<file path="src/rtl/crc_fault_pkg.sv">
// crc_fault_pkg
// Shared types and constants for the CRC fault-injection engine.
//   fault_mode_e : fault applied to the data stream feeding the faulted CRC
//   state_e      : message FSM states
//   CCITT_POLY / CCITT_INIT : CRC-16-CCITT generator (top term omitted) and seed
package crc_fault_pkg;

    typedef enum logic [1:0] {
        NONE      = 2'd0,
        STUCK     = 2'd1,
        FLIP      = 2'd2,
        TRANSIENT = 2'd3
    } fault_mode_e;

    typedef enum logic [1:0] {
        IDLE = 2'd0,
        RUN  = 2'd1,
        DONE = 2'd2
    } state_e;

    localparam logic [15:0] CCITT_POLY = 16'h1021;
    localparam logic [15:0] CCITT_INIT = 16'hFFFF;

endpackage

</file>
<file path="src/rtl/crc_fault_engine_crc_step.sv">
// crc_step
// Combinational MSB-first CRC update over one DATA_W-bit beat.
// Ports:
//   crc_in  : current CRC register value
//   data    : beat to absorb, data[DATA_W-1] processed first
//   crc_out : CRC after all DATA_W bits have been absorbed
module crc_step #(
    parameter int              DATA_W = 16,
    parameter int              CRC_W  = 16,
    parameter logic [CRC_W-1:0] POLY  = 16'h1021
) (
    input  logic [CRC_W-1:0]  crc_in,
    input  logic [DATA_W-1:0] data,
    output logic [CRC_W-1:0]  crc_out
);

    always_comb begin
        logic [CRC_W-1:0] c;
        logic             fb;
        c  = crc_in;
        fb = 1'b0;
        for (int i = DATA_W - 1; i >= 0; i--) begin
            fb = data[i] ^ c[CRC_W-1];
            c  = {c[CRC_W-2:0], 1'b0} ^ (fb ? POLY : {CRC_W{1'b0}});
        end
        crc_out = c;
    end

endmodule

</file>
<file path="src/rtl/crc_fault_engine.sv">
// crc_fault_engine
// Computes a golden CRC over an incoming message and, in parallel, a CRC over
// a fault-injected copy of the same data, then presents both for comparison.
// Ports:
//   clk, reset          : clock, synchronous active-high reset
//   s_valid/s_ready     : message beat handshake
//   s_data, s_last      : beat payload and end-of-message marker
//   fault_mode/mask/value/beat : fault configuration, captured on first beat
//   m_valid/m_ready     : result handshake
//   m_crc, m_golden     : faulted and fault-free CRC (after XOR_OUT)
//   m_mismatch          : m_crc differs from m_golden
//   m_beats             : accepted beat count, saturating
module crc_fault_engine
    import crc_fault_pkg::*;
#(
    parameter int               DATA_W  = 16,
    parameter int               CRC_W   = 16,
    parameter logic [CRC_W-1:0] POLY    = CRC_W'(CCITT_POLY),
    parameter logic [CRC_W-1:0] INIT    = CRC_W'(CCITT_INIT),
    parameter logic [CRC_W-1:0] XOR_OUT = '0
) (
    input  logic              clk,
    input  logic              reset,
    input  logic              s_valid,
    output logic              s_ready,
    input  logic [DATA_W-1:0] s_data,
    input  logic              s_last,
    input  logic [1:0]        fault_mode,
    input  logic [DATA_W-1:0] fault_mask,
    input  logic [DATA_W-1:0] fault_value,
    input  logic [15:0]       fault_beat,
    input  logic              m_ready,
    output logic              m_valid,
    output logic [CRC_W-1:0]  m_crc,
    output logic [CRC_W-1:0]  m_golden,
    output logic              m_mismatch,
    output logic [15:0]       m_beats
);

    state_e            state_q, state_d;
    logic [CRC_W-1:0]  crc_g_q, crc_f_q;
    logic [CRC_W-1:0]  crc_g_nxt, crc_f_nxt;
    logic [15:0]       beats_q;

    fault_mode_e       mode_q;
    logic [DATA_W-1:0] mask_q, value_q;
    logic [15:0]       fbeat_q;

    fault_mode_e       mode_eff;
    logic [DATA_W-1:0] mask_eff, value_eff;
    logic [15:0]       fbeat_eff;
    logic [DATA_W-1:0] d_f;

    logic accept;
    logic first_beat;
    logic release_result;

    assign s_ready        = (state_q != DONE);
    assign accept         = s_valid & s_ready;
    assign first_beat     = (state_q == IDLE);
    assign release_result = (state_q == DONE) & m_ready;

    // The first beat must already see the live configuration; the latched
    // copy only becomes visible from the second beat onward.
    assign mode_eff  = first_beat ? fault_mode_e'(fault_mode) : mode_q;
    assign mask_eff  = first_beat ? fault_mask  : mask_q;
    assign value_eff = first_beat ? fault_value : value_q;
    assign fbeat_eff = first_beat ? fault_beat  : fbeat_q;

    // beats_q counts beats already accepted, so it is the 0-based index of
    // the beat currently offered.
    always_comb begin
        d_f = s_data;
        case (mode_eff)
            NONE:      d_f = s_data;
            STUCK:     d_f = (s_data & ~mask_eff) | (value_eff & mask_eff);
            FLIP:      d_f = s_data ^ mask_eff;
            TRANSIENT: d_f = (beats_q == fbeat_eff) ? (s_data ^ mask_eff) : s_data;
            default:   d_f = s_data;
        endcase
    end

    crc_step #(
        .DATA_W (DATA_W),
        .CRC_W  (CRC_W),
        .POLY   (POLY)
    ) u_step_golden (
        .crc_in  (crc_g_q),
        .data    (s_data),
        .crc_out (crc_g_nxt)
    );

    crc_step #(
        .DATA_W (DATA_W),
        .CRC_W  (CRC_W),
        .POLY   (POLY)
    ) u_step_fault (
        .crc_in  (crc_f_q),
        .data    (d_f),
        .crc_out (crc_f_nxt)
    );

    always_comb begin
        state_d = state_q;
        case (state_q)
            IDLE: if (accept) state_d = s_last ? DONE : RUN;
            RUN:  if (accept && s_last) state_d = DONE;
            DONE: if (m_ready) state_d = IDLE;
            default: state_d = IDLE;
        endcase
    end

    always_ff @(posedge clk) begin
        if (reset) begin
            state_q <= IDLE;
            crc_g_q <= INIT;
            crc_f_q <= INIT;
            beats_q <= '0;
            mode_q  <= NONE;
            mask_q  <= '0;
            value_q <= '0;
            fbeat_q <= '0;
        end else begin
            state_q <= state_d;
            if (accept) begin
                crc_g_q <= crc_g_nxt;
                crc_f_q <= crc_f_nxt;
                if (beats_q != 16'hFFFF) beats_q <= beats_q + 16'd1;
                if (first_beat) begin
                    mode_q  <= fault_mode_e'(fault_mode);
                    mask_q  <= fault_mask;
                    value_q <= fault_value;
                    fbeat_q <= fault_beat;
                end
            end
            if (release_result) begin
                crc_g_q <= INIT;
                crc_f_q <= INIT;
                beats_q <= '0;
            end
        end
    end

    always_comb begin
        m_valid    = 1'b0;
        m_crc      = '0;
        m_golden   = '0;
        m_mismatch = 1'b0;
        m_beats    = '0;
        if (state_q == DONE) begin
            m_valid    = 1'b1;
            m_crc      = crc_f_q ^ XOR_OUT;
            m_golden   = crc_g_q ^ XOR_OUT;
            m_mismatch = (crc_f_q ^ XOR_OUT) != (crc_g_q ^ XOR_OUT);
            m_beats    = beats_q;
        end
    end

endmodule

</file>
<file path="config.mk">
export PLATFORM = sky130hd
export DESIGN_NAME = crc_fault_engine
export DESIGN_NICKNAME = d
export VERILOG_FILES = /design/src/rtl/crc_fault_pkg.sv /design/src/rtl/crc_fault_engine_crc_step.sv /design/src/rtl/crc_fault_engine.sv
export SDC_FILE = /design/constraint.sdc
export NUM_CORES = 1
export LEC_CHECK = 0
export ABC_AREA = 1
export CAP_MARGIN = 20
export CORE_AREA = 2 2 132 108
export DETAILED_ROUTE_END_ITERATION = 10
export DIE_AREA = 0 0 134 110
export PLACE_DENSITY = 0.91
export SYNTH_ARGS = -nofsm -noshare
export SYNTH_HDL_FRONTEND = slang
export SYNTH_SLANG_ARGS = --single-unit
</file>
<file path="constraint.sdc">
create_clock -name clk -period 6.3 [get_ports clk]
set_clock_uncertainty 0.1 [all_clocks]
set_input_delay 1.575 -clock clk [delete_from_list [all_inputs] [get_ports clk]]
set_output_delay 1.575 -clock clk [all_outputs]
set_load 0.03 [all_outputs]
</file>
# Yosys cells after proc, flatten, opt, wreduce, memory -nomap -nowiden
# Index checks and enable logic that the tools add are counted.
classes:
  n_addsub: 1
  n_eq_ne: 12
  n_mux: 48
  n_bitwise: 71
  n_reduce_logical: 6
ops:
  columns: ["cell", "count"]
  rows:
  - ["$xor A16 B16 Y16", 33]
  - ["$mux W13", 32]
  - ["$mux W16", 7]
  - ["$pmux W16 S4", 1]
  - ["$and A16 B16 Y16", 2]
  - ["$xor A1 B1 Y1", 32]
  - ["$add A16 B1 Y16 const B", 1]
  - ["$eq A16 B16 Y1", 1]
  - ["$ne A16 B16 Y1", 1]
  - ["$ne A16 B16 Y1 const B", 1]
  - ["$not A16 Y16", 1]
  - ["$or A16 B16 Y16", 1]
  - ["$mux W2", 5]
  - ["$ne A2 B2 Y1 const B", 4]
  - ["$eq A2 B2 Y1 const B", 3]
  - ["$pmux W2 S3", 1]
  - ["$eq A2 B1 Y1 const B", 2]
  - ["$logic_not A2 Y1", 2]
  - ["$reduce_and A3 Y1", 1]
  - ["$and A1 B1 Y1", 2]
  - ["$mux W1", 2]
  - ["$reduce_and A2 Y1", 1]
  - ["$reduce_or A2 Y1", 1]
  - ["$logic_and A1 B1 Y1", 1]
totals:
  register_bits: 100
  input_bits: 71
  output_inout_bits: 51
  elab_cells: 146

# Depth between registers and ports, before layout
logic_depth:
  ltp_word: 54
  depth_mapped: 29
  ltp_nobuf: 26

# By module
# Synthesis repeated with hierarchy kept, for this count alone.
unflattened:
  hier_cells: 1332
  area_unflattened_um2: 7880.1
by_module_without_submodules:
  columns: ["module", "instances", "cells_each", "area_each_um2", "seq_area_each_um2"]
  rows:
  - ["crc_fault_engine", 1, 1034, 6278.5, 2001.9]
  - ["crc_step", 2, 149, 800.8, 0.0]

# Worst setup path before layout
# No wires, ideal clock.
synth_timing:
  path_kind: "reg2out"
  from: "register state_q[1]"
  to: "output m_crc[10]"
  t_arrival_ns: 2.083
  required_ns: 4.625
  path_slack_ns: 2.542
  path_stages_with_launch: 6
  n_path_buf: 1
  cell_sequence: "dfxtp_1 inv_2 nor2_1 clkinv_1 clkbuf_1 nor2_1"
synth_between:
  elab_chain_cells: 2
synth_rtl:
  columns: ["item", "line_no", "text"]
  rows:
  - ["start: declaration", "crc_fault_engine.sv:40", "state_e state_q, state_d;"]
  - ["start signal: assignment", "crc_fault_engine.sv:124", "state_q <= state_d;"]
  - ["$eq A2 B2 Y1", "crc_fault_engine.sv:150", "if (state_q == DONE) begin"]
  - ["$mux W16", "crc_fault_engine.sv:150", null]
  - ["end: declaration", "crc_fault_engine.sv:34", "output logic [CRC_W-1:0] m_crc,"]
# No other way between the ends.

# Worst setup path in the final report
layout_timing:
  from: "input fault_mode[0]"
  to: "register crc_f_q[13]"
layout_between:
  elab_chain_cells: 25
  word_cells_on_any_way: 32
  classes_between: "3 x eq/ne; 8 x mux; 20 x bitwise; 1 x reduce/logical"
layout_rtl:
  columns: ["item", "line_no", "text"]
  rows:
  - ["start: declaration", "crc_fault_engine.sv:28", "input logic [1:0] fault_mode,"]
  - ["$mux W2 *", null, null]
  - ["$eq A2 B2 Y1 (tied with other cells)", "crc_fault_engine.sv:74", "case (mode_eff)"]
  - ["$pmux W16 S4 *", "crc_fault_engine.sv:74", null]
  - ["$xor A1 B1 Y1", "crc_fault_engine_crc_step.sv:23", "fb = data[i] ^ c[CRC_W-1];"]
  - ["$mux W13", "crc_fault_engine_crc_step.sv:24", "c = {c[CRC_W-2:0], 1'b0} ^ (fb ? POLY : {CRC_W{1'b0}});"]
  - ["$xor A16 B16 Y16 (4 in a row)", "crc_fault_engine_crc_step.sv:24", null]
  - ["$xor A1 B1 Y1", "crc_fault_engine_crc_step.sv:23", null]
  - ["$mux W13", "crc_fault_engine_crc_step.sv:24", null]
  - ["$xor A16 B16 Y16 (4 in a row)", "crc_fault_engine_crc_step.sv:24", null]
  - ["$xor A1 B1 Y1", "crc_fault_engine_crc_step.sv:23", null]
  - ["$mux W13", "crc_fault_engine_crc_step.sv:24", null]
  - ["$xor A16 B16 Y16 (4 in a row)", "crc_fault_engine_crc_step.sv:24", null]
  - ["$xor A1 B1 Y1", "crc_fault_engine_crc_step.sv:23", null]
  - ["$mux W13", "crc_fault_engine_crc_step.sv:24", null]
  - ["$xor A16 B16 Y16 * (2 in a row)", "crc_fault_engine_crc_step.sv:24", null]
  - ["end signal: assignment", "crc_fault_engine.sv:127", "crc_f_q <= crc_f_nxt;"]
  - ["end: declaration", "crc_fault_engine.sv:41", "logic [CRC_W-1:0] crc_g_q, crc_f_q;"]
# Mark *: on every way between the ends. The rest lies on a longest branch, timed or not.
# A chain may end at the register's enable or synchronous reset.

==> metrics.md <==
| Metric | Value |
|---|---|
| Status | finished, final reports clean |
| Internal power | 1.63 mW |
| Actual slew at the worst max-slew pin | 0.777 ns |
| Setup TNS | 0 ns |
| Post-synthesis net count | 1253 |
| CP required | 6.45 ns |
| Final setup fails | 0 |
| Most frequent cell after synthesis | nand2_1 |
| Cell Area, Placed | 0.00853 mm^2 |
| Cells on worst reg2reg path | 21 |
| CTS tree | built |
| DR vias/cell | 5.56 |
| Synthesized instance count | 1181 |
| # clock sinks | 100 |
| Setup crit end kind | register |
| Final hold slack | 0.358 ns |
| Worst setup SP type | input port |
| Top_reg_cell synth | dfxtp_1 |
| Detail Route Antenna Nets | 0 |
| Drt total wl | 23300 um |
| Period utilization | 0.731 |
| Fraction of registers with async set/reset | 0 |
| Final net count | 1345 |
| Clock power share | 0.192 |
| Largest fanout on the critical path | 14 |
| Crit Path Category | in2reg |
| Die height | 110 um |
| GRT Util Overall | 0.315 |
| Inserted Diodes | 0 |
| Unique masters post-synth | 44 |
| Routed WL per cell | 16.0 um |
| Core ar. | 0.0134 mm^2 |
| Final WS setup | 1.69 ns |
| Pins over their slew limit | 0 |
| Clock-pin slew on the worst setup and hold paths | 0.07 ns |
| R2R Path End | crc_f_q[13]$_SDFFE_PP1P_ |
| Number of port buffers | 121 |
| Clk buf depth | 2 |
| Hold Path Origin | value_q[0]$_SDFFE_PP0P_ |
| Ports | 122 |
| Filler instances | 1222 |
| RSZ-0062 raised after global routing | false |
| Number of DRC violations after detailed-routing iteration 0 | 882 |
| RR Startpoint | state_q[1]$_SDFFE_PP0P_ |
| Syn. warnings | 0 |
| Total CTS buffers | 9 |
| Top area cells in the synthesized netlist | dfxtp_1 (28%), nand2_1 (15%), nand3_1 (7.6%) |
| Via count | 8102 |
| Combinational cell fraction of total power | 0.531 |
| Hold Violations, Final | 0 |
| Share of cells above drive strength 1 | 0.0782 |
| Placed insts | 1442 |
| Initial antenna violation count | 0 |
| Sequential share of the synthesized area | 0.276 |
| Pwr dens | 344 mW/mm^2 |
| Post-synth EDFFs | 0 |
| Clock Latency Late Sink | 0.35 ns |
| Mapped Area | 0.00726 mm^2 |
| Max-Cap Viols | 0 |
| Data arrival, critical path | 4.75 ns |
| Net switching power | 1.41 mW |
| Worst Hold End | value_q[0]$_SDFFE_PP0P_ |
| First-pass GRT wire length | 36800 um |
| Largest net degree at the start of global routing | 66 |
| Max H-tree Level | 3 |
| Hold depth | 2 |
| Fin area | 0.00883 mm^2 |
| Post-Layout Cell Count | 1458 |
| Post-CTS setup buffers | 0 |
| R2R Setup Slk | 2.23 ns |
| Yosys reg bits | 100 |
| CTS root buf | clkbuf_16 |
| Min cycle time layout | 4.61 ns |
| Mapped Avg Cell Area | 6.15 um^2 |
| Worst slack, placed | 1.38 ns |
| Die area | 0.0147 mm^2 |
| DIE WIDTH | 134 um |
| Leading area contributor after synthesis | dfxtp_1 |
| Number of global-route vias before repair | 7284 |
| Switching share of total power | 0.463 |
| DRC errors left | 0 |
| Area Growth Syn to Fin | 21.6% |
| Initial core utilization | 0.543 |
| Worst Hold Class | reg2reg |
| Resized Gates After CTS | 0 |
| Top cell type's share of synthesized area | 0.276 |
| Detailed placer's ending HPWL | 17400 um |
| FP Rows | 38 |
| Gpl congestion | 1.01 |
| Global-route congestion overflow total | 0 |
| Most frequent cells after synthesis | nand2_1 (288), inv_1 (141), nand3_1 (110), o21ai_0 (110), dfxtp_1 (100) |
| Hold buffer count at CTS | 0 |
| VDD IR max | 0.000274 V |
| 1st-pass router iterations | 5 |
| Fmax achieved | 0.217 GHz |
| Share of power burned in registers | 0.277 |
| Max-slew headroom | 0.481 |
| Leak | 4.13 nW |
## power groups by stage
stage          registers [mW]  logic (mW)  clock network (mW)
2_1_floorplan           0.813        1.21                   0
3_3_place_gp            0.846        1.56                   0
3_5_place_dp            0.850        1.58                   0
4_1_cts                 0.836        1.59               0.583
5_1_grt                 0.851        1.79               0.612
6_report                0.842        1.62               0.583
## metal layers
metal / GRT usage / wire length (um) / vias up / share of wire
li1: - / - / 4017 / -
met4: 0.0722 / 340 / 0 / 0.015
met5: 0 / 0 / - / 0
met3: 0.0585 / 2200 / 28 / 0.094
met2: 0.503 / 10200 / 354 / 0.44
met1: 0.445 / 10600 / 3703 / 0.45
## layout make-up
type | instances | area [um^2] | area share
clock inverter | 6 | 62.6 | 0.00709
clock buffer | 10 | 239 | 0.0271
timing repair buffer | 129 | 1270 | 0.144
sequential | 100 | 2000 | 0.227
tap | 180 | 225 | 0.0255
inverter | 147 | 552 | 0.0625
multi-input combinational | 886 | 4480 | 0.507
## how the worst max path moves through the flow
stage | start | end | slack (ns) | cells after the start
2_1_floorplan | state_q[1]$_SDFFE_PP0P_ | m_crc[10] | 2.54 | 5
3_3_place_gp | fault_mode[0] | crc_f_q[6]$_SDFFE_PP1P_ | 1.38 | 20
3_5_place_dp | fault_mode[0] | crc_f_q[6]$_SDFFE_PP1P_ | 1.38 | 20
4_1_cts | fault_mode[0] | crc_f_q[6]$_SDFFE_PP1P_ | 1.71 | 20
5_1_grt | fault_mode[0] | crc_f_q[6]$_SDFFE_PP1P_ | 1.41 | 20
6_report | fault_mode[0] | crc_f_q[13]$_SDFFE_PP1P_ | 1.69 | 20
## worst max-delay path: stages
cell and delay [ns]:
clkdlybuf4s50_1 0.47, or2_2 0.10, o21ai_0 0.08, buf_4 0.21, inv_1 0.34, nand2_4 0.22
nor2_2 0.49, nand2_1 0.14, nand3_2 0.12, nand3_1 0.07, nand2_1 0.10, nand3_1 0.13
nand2_2 0.14, nand2_2 0.08, nand2_2 0.12, nand2_2 0.09, nand2_2 0.08, nand2_1 0.06
nand3_1 0.06, nand2_1 0.05
## cell families (layout without fill, tap and decap cells)
logic type                 count (synthesis)  in the layout  share of synthesized area
adders and majority gates                  1              1                    0.00172
xor gates and xnor gates                  56             56                     0.0676
muxes                                     10             10                     0.0138
buffers and inverters                    195            292                      0.109
DFF                                      100            100                      0.276
AOI/OAI and AO/OA                        226            226                      0.168
and+or+nand+nor                          593            593                      0.364
## state kept, by name (all words and copies together) (netlist names)
name and count:
mode_q 2, crc_g_q 16, crc_f_q 16, beats_q 16
value_q 16, fbeat_q 16, state_q 2, mask_q 16
## layout by cell type, fill, tap and decap left out, drive strengths merged, types with 11 or more instances in the layout
| cell | instances |
|---|---|
| a21oi | 77 |
| clkdlybuf4s50 | 121 |
| dfxtp | 100 |
| inv | 147 |
| nand2 | 322 |
| nand3 | 115 |
| nand4 | 16 |
| nor2 | 100 |
| o211ai | 11 |
| o21ai | 117 |
| or2 | 23 |
| xnor2 | 25 |
| xor2 | 31 |
## through the flow
step | power [mW] | util
detailed placement | 2.43 | 0.638
floorplan | 2.03 | -
global route | 3.25 | 0.661
global placement | 2.40 | 0.638
CTS | 3.01 | 0.661
finish | 3.04 | 0.661
Power figures use the tool's default switching activity.
